<file path="config.mk">
export PLATFORM = sky130hd
export DESIGN_NAME = fetch_bundle_queue_flat
export DESIGN_NICKNAME = d
export VERILOG_FILES = /design/src/rtl/fetch_bundle_queue_if.sv /design/src/rtl/fetch_bundle_queue.sv /design/src/flat_wrapper.sv
export SDC_FILE = /design/constraint.sdc
export NUM_CORES = 1
export LEC_CHECK = 0
export CORE_AREA = 3 3 270 272
export DETAILED_ROUTE_END_ITERATION = 16
export DIE_AREA = 0 0 273 275
export PLACE_DENSITY = 0.59
export SYNTH_ARGS = -nofsm -noshare
export SYNTH_HDL_FRONTEND = slang
export SYNTH_SLANG_ARGS = --single-unit
</file>
<file path="constraint.sdc">
create_clock -name clk -period 8.8 [get_ports clk]
set_input_delay 0.88 -clock clk [delete_from_list [all_inputs] [get_ports clk]]
set_output_delay 0.88 -clock clk [all_outputs]
set_load 0.01 [all_outputs]
</file>
<file path="src/rtl/fetch_bundle_queue_if.sv">
// Fetch-to-decode bundle link: fetch-side bundle bus, decode-side handshake and queue status.
// Latency: none, wires only.
// Backpressure: stall_fetch toward fetch, dec_ready from decode.
// Ports: fetch_vld / *_from_fetch / has_mispredict / dec_ready flow into the queue;
//        stall_fetch, bundle and lane valids, *_to_dec, occupancy and overflow_err flow out.
// modport slave is the queue side, modport master is the fetch/decode/ROB side.
interface fetch_bundle_queue_if #(
  parameter int DEPTH    = 4,
  parameter int PC_WIDTH = 16
);
  localparam int LW = 4 * PC_WIDTH;
  localparam int CW = $clog2(DEPTH) + 1;

  logic          fetch_vld;
  logic [LW-1:0] pc_from_fetch;
  logic [LW-1:0] inst_from_fetch;
  logic [LW-1:0] recv_pc_from_fetch;
  logic [3:0]    pred_from_fetch;
  logic          has_mispredict;
  logic          dec_ready;

  logic          stall_fetch;
  logic          bundle_vld_to_dec;
  logic [LW-1:0] pc_to_dec;
  logic [LW-1:0] inst_to_dec;
  logic [LW-1:0] recv_pc_to_dec;
  logic [3:0]    pred_to_dec;
  logic [3:0]    lane_vld_to_dec;
  logic [CW-1:0] occupancy;
  logic          overflow_err;

  modport slave (
    input  fetch_vld, pc_from_fetch, inst_from_fetch, recv_pc_from_fetch,
           pred_from_fetch, has_mispredict, dec_ready,
    output stall_fetch, bundle_vld_to_dec, pc_to_dec, inst_to_dec,
           recv_pc_to_dec, pred_to_dec, lane_vld_to_dec, occupancy, overflow_err
  );

  modport master (
    output fetch_vld, pc_from_fetch, inst_from_fetch, recv_pc_from_fetch,
           pred_from_fetch, has_mispredict, dec_ready,
    input  stall_fetch, bundle_vld_to_dec, pc_to_dec, inst_to_dec,
           recv_pc_to_dec, pred_to_dec, lane_vld_to_dec, occupancy, overflow_err
  );
endinterface

</file>
<file path="src/rtl/fetch_bundle_queue.sv">
// Decode-side FIFO of 4-wide fetch bundles, flushed on ROB mispredict.
// Latency: a bundle pushed in cycle N is presented to decode in cycle N+1 (no bypass).
// Backpressure: registered stall_fetch with STALL_MARGIN slack; bundles arriving when full are dropped and flagged.
// Ports: clk, rst (sync, active-high), bus (slave side of fetch_bundle_queue_if).
module fetch_bundle_queue #(
  parameter int DEPTH        = 4,
  parameter int STALL_MARGIN = 2,
  parameter int PC_WIDTH     = 16
) (
  input  logic                   clk,
  input  logic                   rst,
  fetch_bundle_queue_if.slave    bus
);
  localparam int LW = 4 * PC_WIDTH;
  localparam int PW = $clog2(DEPTH);
  localparam int CW = PW + 1;
  localparam logic [CW-1:0] CNT_ONE   = CW'(1);
  localparam logic [CW-1:0] CNT_FULL  = CW'(DEPTH);
  localparam logic [CW-1:0] STALL_THR = CW'(DEPTH - STALL_MARGIN);
  localparam logic [PW-1:0] PTR_ONE   = PW'(1);

  if (DEPTH < 2 || (DEPTH & (DEPTH - 1)) != 0 || STALL_MARGIN < 1 || STALL_MARGIN >= DEPTH) begin : g_bad_params
    $error("fetch_bundle_queue: illegal DEPTH/STALL_MARGIN");
  end

  typedef struct packed {
    logic [LW-1:0] pc;
    logic [LW-1:0] inst;
    logic [LW-1:0] recv_pc;
    logic [3:0]    pred;
  } bundle_t;

  bundle_t       mem [DEPTH];
  bundle_t       head;
  logic [PW-1:0] wr_ptr;
  logic [PW-1:0] rd_ptr;
  logic [CW-1:0] count;
  logic [CW-1:0] count_next;
  logic          stall_q;
  logic          overflow_q;
  logic          full;
  logic          pop;
  logic          push;
  logic          drop;
  logic [3:0]    lane_vld;

  assign full = (count == CNT_FULL);
  // A flush cycle swallows both sides of the handshake.
  assign pop  = (count != '0) && bus.dec_ready && !bus.has_mispredict;
  // Full is still writable when the head leaves in the same cycle.
  assign push = bus.fetch_vld && (!full || pop) && !bus.has_mispredict;
  assign drop = bus.fetch_vld && full && !pop && !bus.has_mispredict;

  always_comb begin
    count_next = count;
    if (bus.has_mispredict) begin
      count_next = '0;
    end else if (push && !pop) begin
      count_next = count + CNT_ONE;
    end else if (pop && !push) begin
      count_next = count - CNT_ONE;
    end
  end

  always_ff @(posedge clk) begin
    if (rst) begin
      wr_ptr     <= '0;
      rd_ptr     <= '0;
      count      <= '0;
      stall_q    <= 1'b0;
      overflow_q <= 1'b0;
    end else begin
      count   <= count_next;
      // Stall looks at the post-update count so fetch sees it one cycle earlier.
      stall_q <= (count_next >= STALL_THR);
      if (bus.has_mispredict) begin
        wr_ptr <= '0;
        rd_ptr <= '0;
      end else begin
        if (push) wr_ptr <= wr_ptr + PTR_ONE;
        if (pop)  rd_ptr <= rd_ptr + PTR_ONE;
        if (drop) overflow_q <= 1'b1;
      end
    end
  end

  // Storage carries no reset; validity is tracked by count alone.
  always_ff @(posedge clk) begin
    if (push) begin
      mem[wr_ptr] <= '{pc:      bus.pc_from_fetch,
                       inst:    bus.inst_from_fetch,
                       recv_pc: bus.recv_pc_from_fetch,
                       pred:    bus.pred_from_fetch};
    end
  end

  assign head = mem[rd_ptr];

  // A lane holding an all-zero instruction is a NOP filler.
  always_comb begin
    lane_vld = '0;
    for (int i = 0; i < 4; i++) begin
      lane_vld[i] = (count != '0) && (head.inst[i*PC_WIDTH +: PC_WIDTH] != '0);
    end
  end

  assign bus.stall_fetch       = stall_q;
  assign bus.bundle_vld_to_dec = (count != '0);
  assign bus.pc_to_dec         = head.pc;
  assign bus.inst_to_dec       = head.inst;
  assign bus.recv_pc_to_dec    = head.recv_pc;
  assign bus.pred_to_dec       = head.pred;
  assign bus.lane_vld_to_dec   = lane_vld;
  assign bus.occupancy         = count;
  assign bus.overflow_err      = overflow_q;
endmodule
</file>
<file path="src/flat_wrapper.sv">
// flat-port wrapper written by rule: the top's interface ports become plain ports
module fetch_bundle_queue_flat 
#(
  parameter int DEPTH        = 4,
  parameter int STALL_MARGIN = 2,
  parameter int PC_WIDTH     = 16
)
  (clk, rst, bus_fetch_vld, bus_pc_from_fetch, bus_inst_from_fetch, bus_recv_pc_from_fetch, bus_pred_from_fetch, bus_has_mispredict, bus_dec_ready, bus_stall_fetch, bus_bundle_vld_to_dec, bus_pc_to_dec, bus_inst_to_dec, bus_recv_pc_to_dec, bus_pred_to_dec, bus_lane_vld_to_dec, bus_occupancy, bus_overflow_err);
  fetch_bundle_queue_if #(.DEPTH(DEPTH), .PC_WIDTH(PC_WIDTH)) bus_i ();
  input  logic clk;
  input  logic rst;
  input wire logic [$bits(bus_i.fetch_vld)-1:0] bus_fetch_vld;
  input wire logic [$bits(bus_i.pc_from_fetch)-1:0] bus_pc_from_fetch;
  input wire logic [$bits(bus_i.inst_from_fetch)-1:0] bus_inst_from_fetch;
  input wire logic [$bits(bus_i.recv_pc_from_fetch)-1:0] bus_recv_pc_from_fetch;
  input wire logic [$bits(bus_i.pred_from_fetch)-1:0] bus_pred_from_fetch;
  input wire logic [$bits(bus_i.has_mispredict)-1:0] bus_has_mispredict;
  input wire logic [$bits(bus_i.dec_ready)-1:0] bus_dec_ready;
  output wire logic [$bits(bus_i.stall_fetch)-1:0] bus_stall_fetch;
  output wire logic [$bits(bus_i.bundle_vld_to_dec)-1:0] bus_bundle_vld_to_dec;
  output wire logic [$bits(bus_i.pc_to_dec)-1:0] bus_pc_to_dec;
  output wire logic [$bits(bus_i.inst_to_dec)-1:0] bus_inst_to_dec;
  output wire logic [$bits(bus_i.recv_pc_to_dec)-1:0] bus_recv_pc_to_dec;
  output wire logic [$bits(bus_i.pred_to_dec)-1:0] bus_pred_to_dec;
  output wire logic [$bits(bus_i.lane_vld_to_dec)-1:0] bus_lane_vld_to_dec;
  output wire logic [$bits(bus_i.occupancy)-1:0] bus_occupancy;
  output wire logic [$bits(bus_i.overflow_err)-1:0] bus_overflow_err;
  assign bus_i.fetch_vld = bus_fetch_vld;
  assign bus_i.pc_from_fetch = bus_pc_from_fetch;
  assign bus_i.inst_from_fetch = bus_inst_from_fetch;
  assign bus_i.recv_pc_from_fetch = bus_recv_pc_from_fetch;
  assign bus_i.pred_from_fetch = bus_pred_from_fetch;
  assign bus_i.has_mispredict = bus_has_mispredict;
  assign bus_i.dec_ready = bus_dec_ready;
  assign bus_stall_fetch = bus_i.stall_fetch;
  assign bus_bundle_vld_to_dec = bus_i.bundle_vld_to_dec;
  assign bus_pc_to_dec = bus_i.pc_to_dec;
  assign bus_inst_to_dec = bus_i.inst_to_dec;
  assign bus_recv_pc_to_dec = bus_i.recv_pc_to_dec;
  assign bus_pred_to_dec = bus_i.pred_to_dec;
  assign bus_lane_vld_to_dec = bus_i.lane_vld_to_dec;
  assign bus_occupancy = bus_i.occupancy;
  assign bus_overflow_err = bus_i.overflow_err;
  fetch_bundle_queue #(.DEPTH(DEPTH), .STALL_MARGIN(STALL_MARGIN), .PC_WIDTH(PC_WIDTH)) u_core (.clk(clk), .rst(rst), .bus(bus_i));
endmodule
</file>
# == After elaboration in Yosys (flattened, before gate mapping) ==
# Memories as Yosys holds them, arrays and structs flattened. A register that Yosys moved wholly into a read port is not among the register bits.
# Cells that the tools add are included.
# totals
elab_cells,45
mem_count,1
ram_bits,784
output_inout_bits,206
rom_bits,0
inputBits,201
latchBits,0
reg_bits,9
# classes
mux,7
n_eq_ne,1
addsub,4
n_div,0
reduce_logical,25
order_cmp,1
mul,0
n_bitwise,1
shifts,0
# memory_table
name,depth,word_bits,read_ports,rd_clocked_by_memory_dff,write_ports,line,rtl
u_core.mem,4,196,1,1,1,fetch_bundle_queue.sv:33,bundle_t mem [DEPTH];
# ops
op,count
$reduce_bool A16 Y1,4
$logic_and A1 B1 Y1,13
$mux W3,3
$add A2 B1 Y2 const B,2
$logic_not A1 Y1,4
$mux W2,2
$add A3 B1 Y3 const B,1
$eq A3 B3 Y1 const B,1
$ge A3 B2 Y1 const B,1
$reduce_bool A3 Y1,1
$sub A3 B1 Y3 const B,1
$mux W1,2
$reduce_and A2 Y1,1
$reduce_or A2 Y1,1
$logic_or A1 B1 Y1,1
$not A1 Y1,1

# == Logic depth before layout (Yosys ltp) ==
# Gate-level depths: netlist of run 1.
# depth
word_depth,12
depth_mapped,8

# == Worst setup path before layout of run 1 ==
# OpenSTA, ideal clock, no wires.
# synth_timing
path_kind,in2reg
from,input port bus_fetch_vld
to,memory u_core.mem[0][0] in the netlist's numbering (enable)
path_buffers,0
t_arrival_ns,5.917
path_stages,3
path_slack_ns,2.303
t_required_ns,8.220
cell_sequence,nor2b_1 > nor2b_1 > and2_1
# synth_between
elab_chain_cells,4
# synth_rtl
element,line,rtl
from (decl),flat_wrapper.sv:12,input wire logic [$bits(bus_i.fetch_vld)-1:0] bus_fetch_vld;
$logic_and A1 B1 Y1 (2 in series),fetch_bundle_queue.sv:51,assign push = bus.fetch_vld && (!full || pop) && !bus.has_mispredict;
$mux W1,fetch_bundle_queue.sv:89,if (push) begin
$mux W1 (implied by the code),fetch_bundle_queue.sv:90,"mem[wr_ptr] <= '{pc: bus.pc_from_fetch,"
to (decl),fetch_bundle_queue.sv:33,
# No other way between the ends.

==> results of run 1 <==
cell usage after synthesis:
cell type  number  area, um^2
a22oi_1         1        7.51
or2_2           1        6.26
nor2b_1         3        18.8
o21ai_0         1        5.00
mux2i_1         1        10.0
mux4_2        196        4410
xnor2_1         2        17.5
dfxtp_1        11         220
nor4b_2         1        15.0
ha_1            7        87.6
or3_1           1        6.26
edfxtp_1      784       23500
nor2_1          9        33.8
xor2_1          2        17.5
and2_1          4        25.0
buf_6           2        22.5
a21oi_1         2        10.0
a211oi_1        2        15.0
clkbuf_1       14        52.6
inv_1           5        18.8
nand2b_1        1        6.26
nand2_1         2        7.51
buf_4           6        45.0
o21bai_1        1        7.51
buf_1           5        18.8
and3_1          1        6.26
buf_2          18        90.1
nand3_1         2        10.0
a41oi_1         4        35.0
o21a_1          1        7.51
nor4_1         16         100
worst max-delay path: stages, from the launching register on:
cell and delay (ps):
dfxtp_4 1070, buf_4 690, mux4_2 430, nor4_1 760, a41oi_1 220, clkdlybuf4s50_1 560
cell type report:
cell class	count	area [um^2]
antenna	10	25.0
clock buffer	108	2300
clock inverter	45	576
fill	5503	34000
inverter	5	18.8
multi-input combinational	261	4880
sequential	795	23800
tap	950	1190
timing repair buffer	422	4250
registers in the layout (all words and copies together) (netlist names), named ones only:
name                     flops
u_core.mem                 784
u_core.bus.occupancy         3
u_core.bus.overflow_err      1
u_core.bus.stall_fetch       1
u_core.wr_ptr                2
u_core.rd_ptr                2
layer usage:
layer | vias to the layer above | wire length, um | global-route usage (%)
met1 | 7024 | 25200 | 20.9
met5 | - | 46 | 0
li1 | 5769 | - | -
met4 | 8 | 1740 | 6.12
met2 | 337 | 31900 | 27.3
met3 | 124 | 4410 | 5.63
kinds of logic (layout without fill, tap and decap cells):
group                      count (synthesis)  after routing  synth area share, %
DFF                                      795            795                 82.3
adders and majority gates                  7              7                0.303
xor gates and xnor gates                   4              4                0.121
muxes                                    197            197                 15.3
other                                      0             10                    0
AOI/OAI and AO/OA                         12             12                0.303
and+or+nand+nor                           41             41                0.815
buffers and inverters                     50            580                0.858
report_power, final:
group	internal (mW)	switching, mW	leakage [nW]
combinational	0.202	0.162	2.82
clock	2.23	1.41	1.37
sequential	4.22	0.0124	7.21
total	6.65	1.58	11.4
path summary, 6_finish.rpt:
kind,from,to,slack (ps),cells past startpoint
setup / recovery,register,bus_lane_vld_to_dec[0],3540,5
hold / removal,u_core.bus.overflow_err,u_core.bus.overflow_err,490,2
setup reg to reg,u_core.bus.occupancy[0],u_core.mem[0][188],5580,7
hold reg to reg,u_core.bus.overflow_err,u_core.bus.overflow_err,490,2
metrics by stage:
stage / power [mW] / hold WS, ps / utilization [%] / cells
after floorplan: 4.43 / 485 / - / 1106
after global placement: 4.67 / 465 / 48.0 / 2433
after detailed placement: 4.68 / 471 / 48.0 / 2433
after CTS: 8.35 / 489 / 52.1 / 2586
after global routing: 8.51 / 539 / 52.1 / 2593
final: 8.24 / 488 / 52.1 / 2596
==> results by group, run 1 <==
Status
  – Status: finished, final reports clean

Timing
  – Setup ws final: between 3000 and 4000 ps
  – Slew @ Worst Pin: around 1100 ps
  – RSZ-0062 raised after global routing: no
  – Rel. slew slack: 25.9%
  – Final setup viols: 0
  – TNS Setup: 0 ps
  – Clock Skew: roughly 26 ps
  – Max-slew violations: 0
  – Final min period: roughly 5300 ps
  – Max Clk Rate: around 190 MHz
  – Fin. Hold Viols: 0
  – Final period util: 59.8%

Global route
  – Number of global-route vias before repair: ~14000
  – Gr usage total: between 10% and 20%
  – Pin count of the biggest net entering global routing: about 110
  – First-pass GRT wire length: 93100 um
  – Total gr overflow: 0
  – Initial antenna violation count: 13

Clock network
  – H-tree depth: 3
  – CTS Hold Bufs: 0
  – CTS buffer count: 85
  – CTS Buffer Depth: 3
  – CTS clk-pin slew, worst paths: roughly 60 ps
  – TritonCTS clock tree: done
  – CTS Root Cell: clkbuf_16
  – CTS resizes: 0
  – Post-CTS Setup Inserts: 0
  – Clock sink count: slightly below 800
  – Worst skew pair latency: approximately 600 ps

Finish
  – Most frequent cells in the layout: edfxtp_1, clkdlybuf4s50_1, mux4_2
  – Fin nets: roughly 1800
  – Most common cell after layout, fill and taps aside: edfxtp_1
  – Post-route cell area: around 0.037 mm^2
  – Layout area overhead: 28.1%
  – Layout cell share with drive strength beyond 1: about a fifth

Pwr
  – Worst IR Drop VDD: between 0.00015 and 0.0002 V
  – PwrDens: roughly 220 mW/mm^2
  – Leak: ~11 nW

Drt
  – Via count: 13262
  – Pre-antenna DRT Iters: 6
  – Residual DRC: 0
  – Via density: 5.11
  – Wirelength, routed: ~63000 um
  – DRT iter0 DRCs: 785
  – WL/cell: 24.4 um
  – Final ANT Viol Nets: 0

Placement
  – # port buffers: 406
  – Post-DP HPWL: approximately 38000 um
  – Pre-CTS WS: about 4100 ps
  – Dpl cell area: 0.0341 mm^2
  – Final GP Congestion: between 0.7 and 0.8

Yosys
  – Register bit count reported by yosys: between 700 and 800
  – Post-synthesis sequential area ratio: between 80 and 90%
  – Mean Syn Cell Area: ~26 um^2
  – Syn Nets: around 1300
  – Library cells used by synthesis: 31
  – Syn Std Cell Area: 0.0289 mm^2
  – Syn Inst Count: 1106
  – Yosys warning total: 0

Floorplan
  – Die area: around 0.075 mm^2
  – I/O pin count: 407
  – Die height: approximately 280 um
  – Die X: ~270 um
  – Rows: 98
  – Effective utilization at floorplan: approximately two fifths
  – CORE AREA: 0.0710 mm^2

Worst hold path
  – Min-Delay Path Class: register to register

Worst setup path
  – WP data arrival: 4380 ps
  – Setup crit end kind: primary output
  – WS Path Type: register to primary output
  – CP Max Fanout: 65
  – Worst Setup Start Kind: register
  – Crit path required time: roughly 7900 ps

Job
  – Max-cap violations: 0
No activity file was read; power rests on OpenSTA's default activity.
==> inputs of run 2 (changes only) <==
PLACE_DENSITY = 0.62   (was 0.59)
clock period = 4.8 ns   (was 8.8 ns; I/O delays follow)
==> run 2 against run 1 <==
Against the previous run:
- die area stayed put
- final area rose by 0.22%
- hold slack worse by 60 ps
- register-to-register slack lost 3700 ps
- core utilization up 0.12 points
- first-iteration DRC count is 1.8% higher
- critical path depth up 1
- via count rose by 0.65%
- total power is 76% higher
- largest cell class unchanged
==> results by group, run 2 (same netlist as run 1, synthesis figures left out) <==
Status
  – Status: finished, final reports clean (unchanged)

Timing
  – Slew @ Worst Pin: 892 ps (was 1110 ps)
  – Max Clk Rate: about 240 MHz
  – TNS Setup: 0 ps (unchanged)
  – Fin. Hold Viols: 0 (unchanged)
  – Final period util: between 80% and 90%
  – Final setup viols: 0 (unchanged)
  – Max-slew violations: 0 (unchanged)
  – RSZ-0062 raised after global routing: no (unchanged)
  – Final min period: roughly 4100 ps
  – Setup ws final: 654 ps (was 3540 ps)
  – Clock Skew: 17.7 ps (was 25.5 ps)
  – Fin Hold WS: 428 ps (was 488 ps)
  – Rel. slew slack: 40.4% (was 25.9%)

Drt
  – Via density: 5.10 (was 5.11)
  – DRT iter0 DRCs: 799 (was 785)
  – Wirelength, routed: 63300 um (about the same)
  – Pre-antenna DRT Iters: 4 (was 6)
  – Via count: 13348 (was 13262)
  – WL/cell: 24.2 um (was 24.4 um)
  – Final ANT Viol Nets: 0 (unchanged)
  – Residual DRC: 0 (unchanged)

Placement
  – Final GP Congestion: 0.777 (was 0.731)
  – Pre-CTS WS: 1240 ps (was 4060 ps)
  – Dpl cell area: 0.0345 mm^2 (was 0.0341 mm^2)
  – Placed Cells: 2464 (was 2433)
  – Post-DP HPWL: 40000 um (was 38000 um)
  – # port buffers: 406 (unchanged)

Pwr
  – PwrDens: 390 mW/mm^2 (was 223 mW/mm^2)
  – Post-layout power: 14.5 mW (was 8.24 mW)
  – Leak: 11.5 nW (was 11.4 nW)
  – Worst IR Drop VDD: 0.000264 V (was 0.000177 V)

Clock network
  – TritonCTS clock tree: done (unchanged)
  – H-tree depth: 3 (unchanged)
  – CTS Root Cell: clkbuf_16 (unchanged)
  – Worst skew pair latency: 620 ps (was 610 ps)
  – Clock sink count: 795 (unchanged)
  – CTS Buffer Depth: 3 (unchanged)
  – CTS resizes: 0 (unchanged)
  – CTS Hold Bufs: 0 (unchanged)
  – Post-CTS Setup Inserts: 0 (unchanged)
  – CTS clk-pin slew, worst paths: 60 ps (about the same)
  – CTS buffer count: 84 (was 85)

Finish
  – Most frequent cells in the layout: edfxtp_1, clkdlybuf4s50_1, mux4_2 (unchanged)
  – Layout area overhead: 28.4% (was 28.1%)
  – Max reg flops: 784 (unchanged)
  – Final std cells w/o fill: 2619 (was 2596)
  – Largest Register: u_core.mem (unchanged)
  – Fin nets: 1808 (was 1778)
  – Layout cell share with drive strength beyond 1: 22.0% (was 20.8%)
  – Final Util: 52.2% (was 52.1%)
  – Most common cell after layout, fill and taps aside: edfxtp_1 (unchanged)
  – Post-route cell area: 0.0371 mm^2 (was 0.0370 mm^2)
  – # fillers: 5482 (was 5503)

Worst setup path
  – Crit path required time: 4320 ps (was 7920 ps)
  – Worst reg2reg path depth: 7 (unchanged)
  – CP Max Fanout: 35 (was 65)
  – FF-to-FF setup slack: 1860 ps (was 5580 ps)
  – Launching point of the worst reg2reg path: u_core.bus.occupancy[1] (was u_core.bus.occupancy[0])
  – WP data arrival: 3670 ps (was 4380 ps)
  – Worst Setup Start Kind: register (unchanged)
  – Worst setup path endpoint: bus_lane_vld_to_dec[0] (unchanged)
  – Setup crit end kind: primary output (unchanged)
  – WS Path Type: register to primary output (unchanged)
  – Reg-to-Reg End: u_core.mem[3][162] (was u_core.mem[0][188])

Floorplan
  – Die height: 275 um (unchanged)
  – CORE AREA: 0.0710 mm^2 (unchanged)
  – Die X: 273 um (unchanged)
  – Effective utilization at floorplan: 40.7% (unchanged)
  – Rows: 98 (unchanged)
  – Die area: 0.0751 mm^2 (unchanged)
  – I/O pin count: 407 (unchanged)

Worst hold path
  – Min-Delay Path Class: input port to register (was register to register)

Global route
  – Total gr overflow: 0 (unchanged)
  – Initial antenna violation count: 10 (was 13)
  – Pin count of the biggest net entering global routing: 78 (was 109)
  – First-pass GRT wire length: 93400 um (was 93100 um)
  – Number of global-route vias before repair: 14166 (was 14298)
  – Gr usage total: 16.8% (was 16.7%)

Job
  – Max-cap violations: 0 (unchanged)
-- run 2: changes by cell type in the layout (fill, tap and decap cells not counted), sizes merged --
cell      change
inv           +3
buf          +31
clkbuf        -4
diode         -5
clkinv       +12
clkinvlp      -5
bufinv        -9
-- run 2: power by group --
part / internal (mW) / switching (mW) / total, mW
combinational: 0.382 / 0.299 / 0.682
sequential: 7.73 / 0.0232 / 7.76
clock: 3.46 / 2.58 / 6.04
total: 11.6 / 2.91 / 14.5
-- run 2: area by class of cell --
cell class	count	area (um^2)	share of cell area, %
Sequential cell	795	23800	64.1
Timing Repair Buffer	453	4640	12.5
Antenna cell	5	12.5	0.0337
Clock inverter	46	397	1.07
Multi-Input combinational cell	261	4880	13.2
Tap cell	950	1190	3.21
Inverter	5	18.8	0.0506
Clock buffer	104	2180	5.87
-- run 2: worst max-delay path, stage by stage, from the launching register on --
cell and delay (ps):
dfxtp_4 840, buf_4 300, buf_4 200, mux4_2 530
nor4_1 400, a41oi_1 200, clkdlybuf4s50_1 540
-- run 2: worst min-delay path by stage --
stage / startpoint / end / slack (ps) / depth (start not counted)
after floorplan: u_core.rd_ptr[1] / register / 480 / 2
after global placement: u_core.bus.overflow_err / u_core.bus.overflow_err / 470 / 2
after detailed placement: u_core.bus.overflow_err / u_core.bus.overflow_err / 480 / 2
after CTS: rst / u_core.bus.overflow_err / 380 / 2
after global routing: rst / u_core.bus.overflow_err / 400 / 2
final: rst / u_core.bus.overflow_err / 430 / 2
-- run 2: per-layer routing --
layer	global-route usage (%)	wire [um]	vias to the layer above
li1	-	-	5829
met1	21.1	24800	7072
met2	28.1	32700	323
met3	4.96	4090	114
met4	5.77	1690	10
met5	0	61	-
==> inputs of run 3 (changes only) <==
HOLD_SLACK_MARGIN = 0.03   (was default)
==> results of run 3 <==
No change in the layout: final DEF, timing and power equal those of run 2.
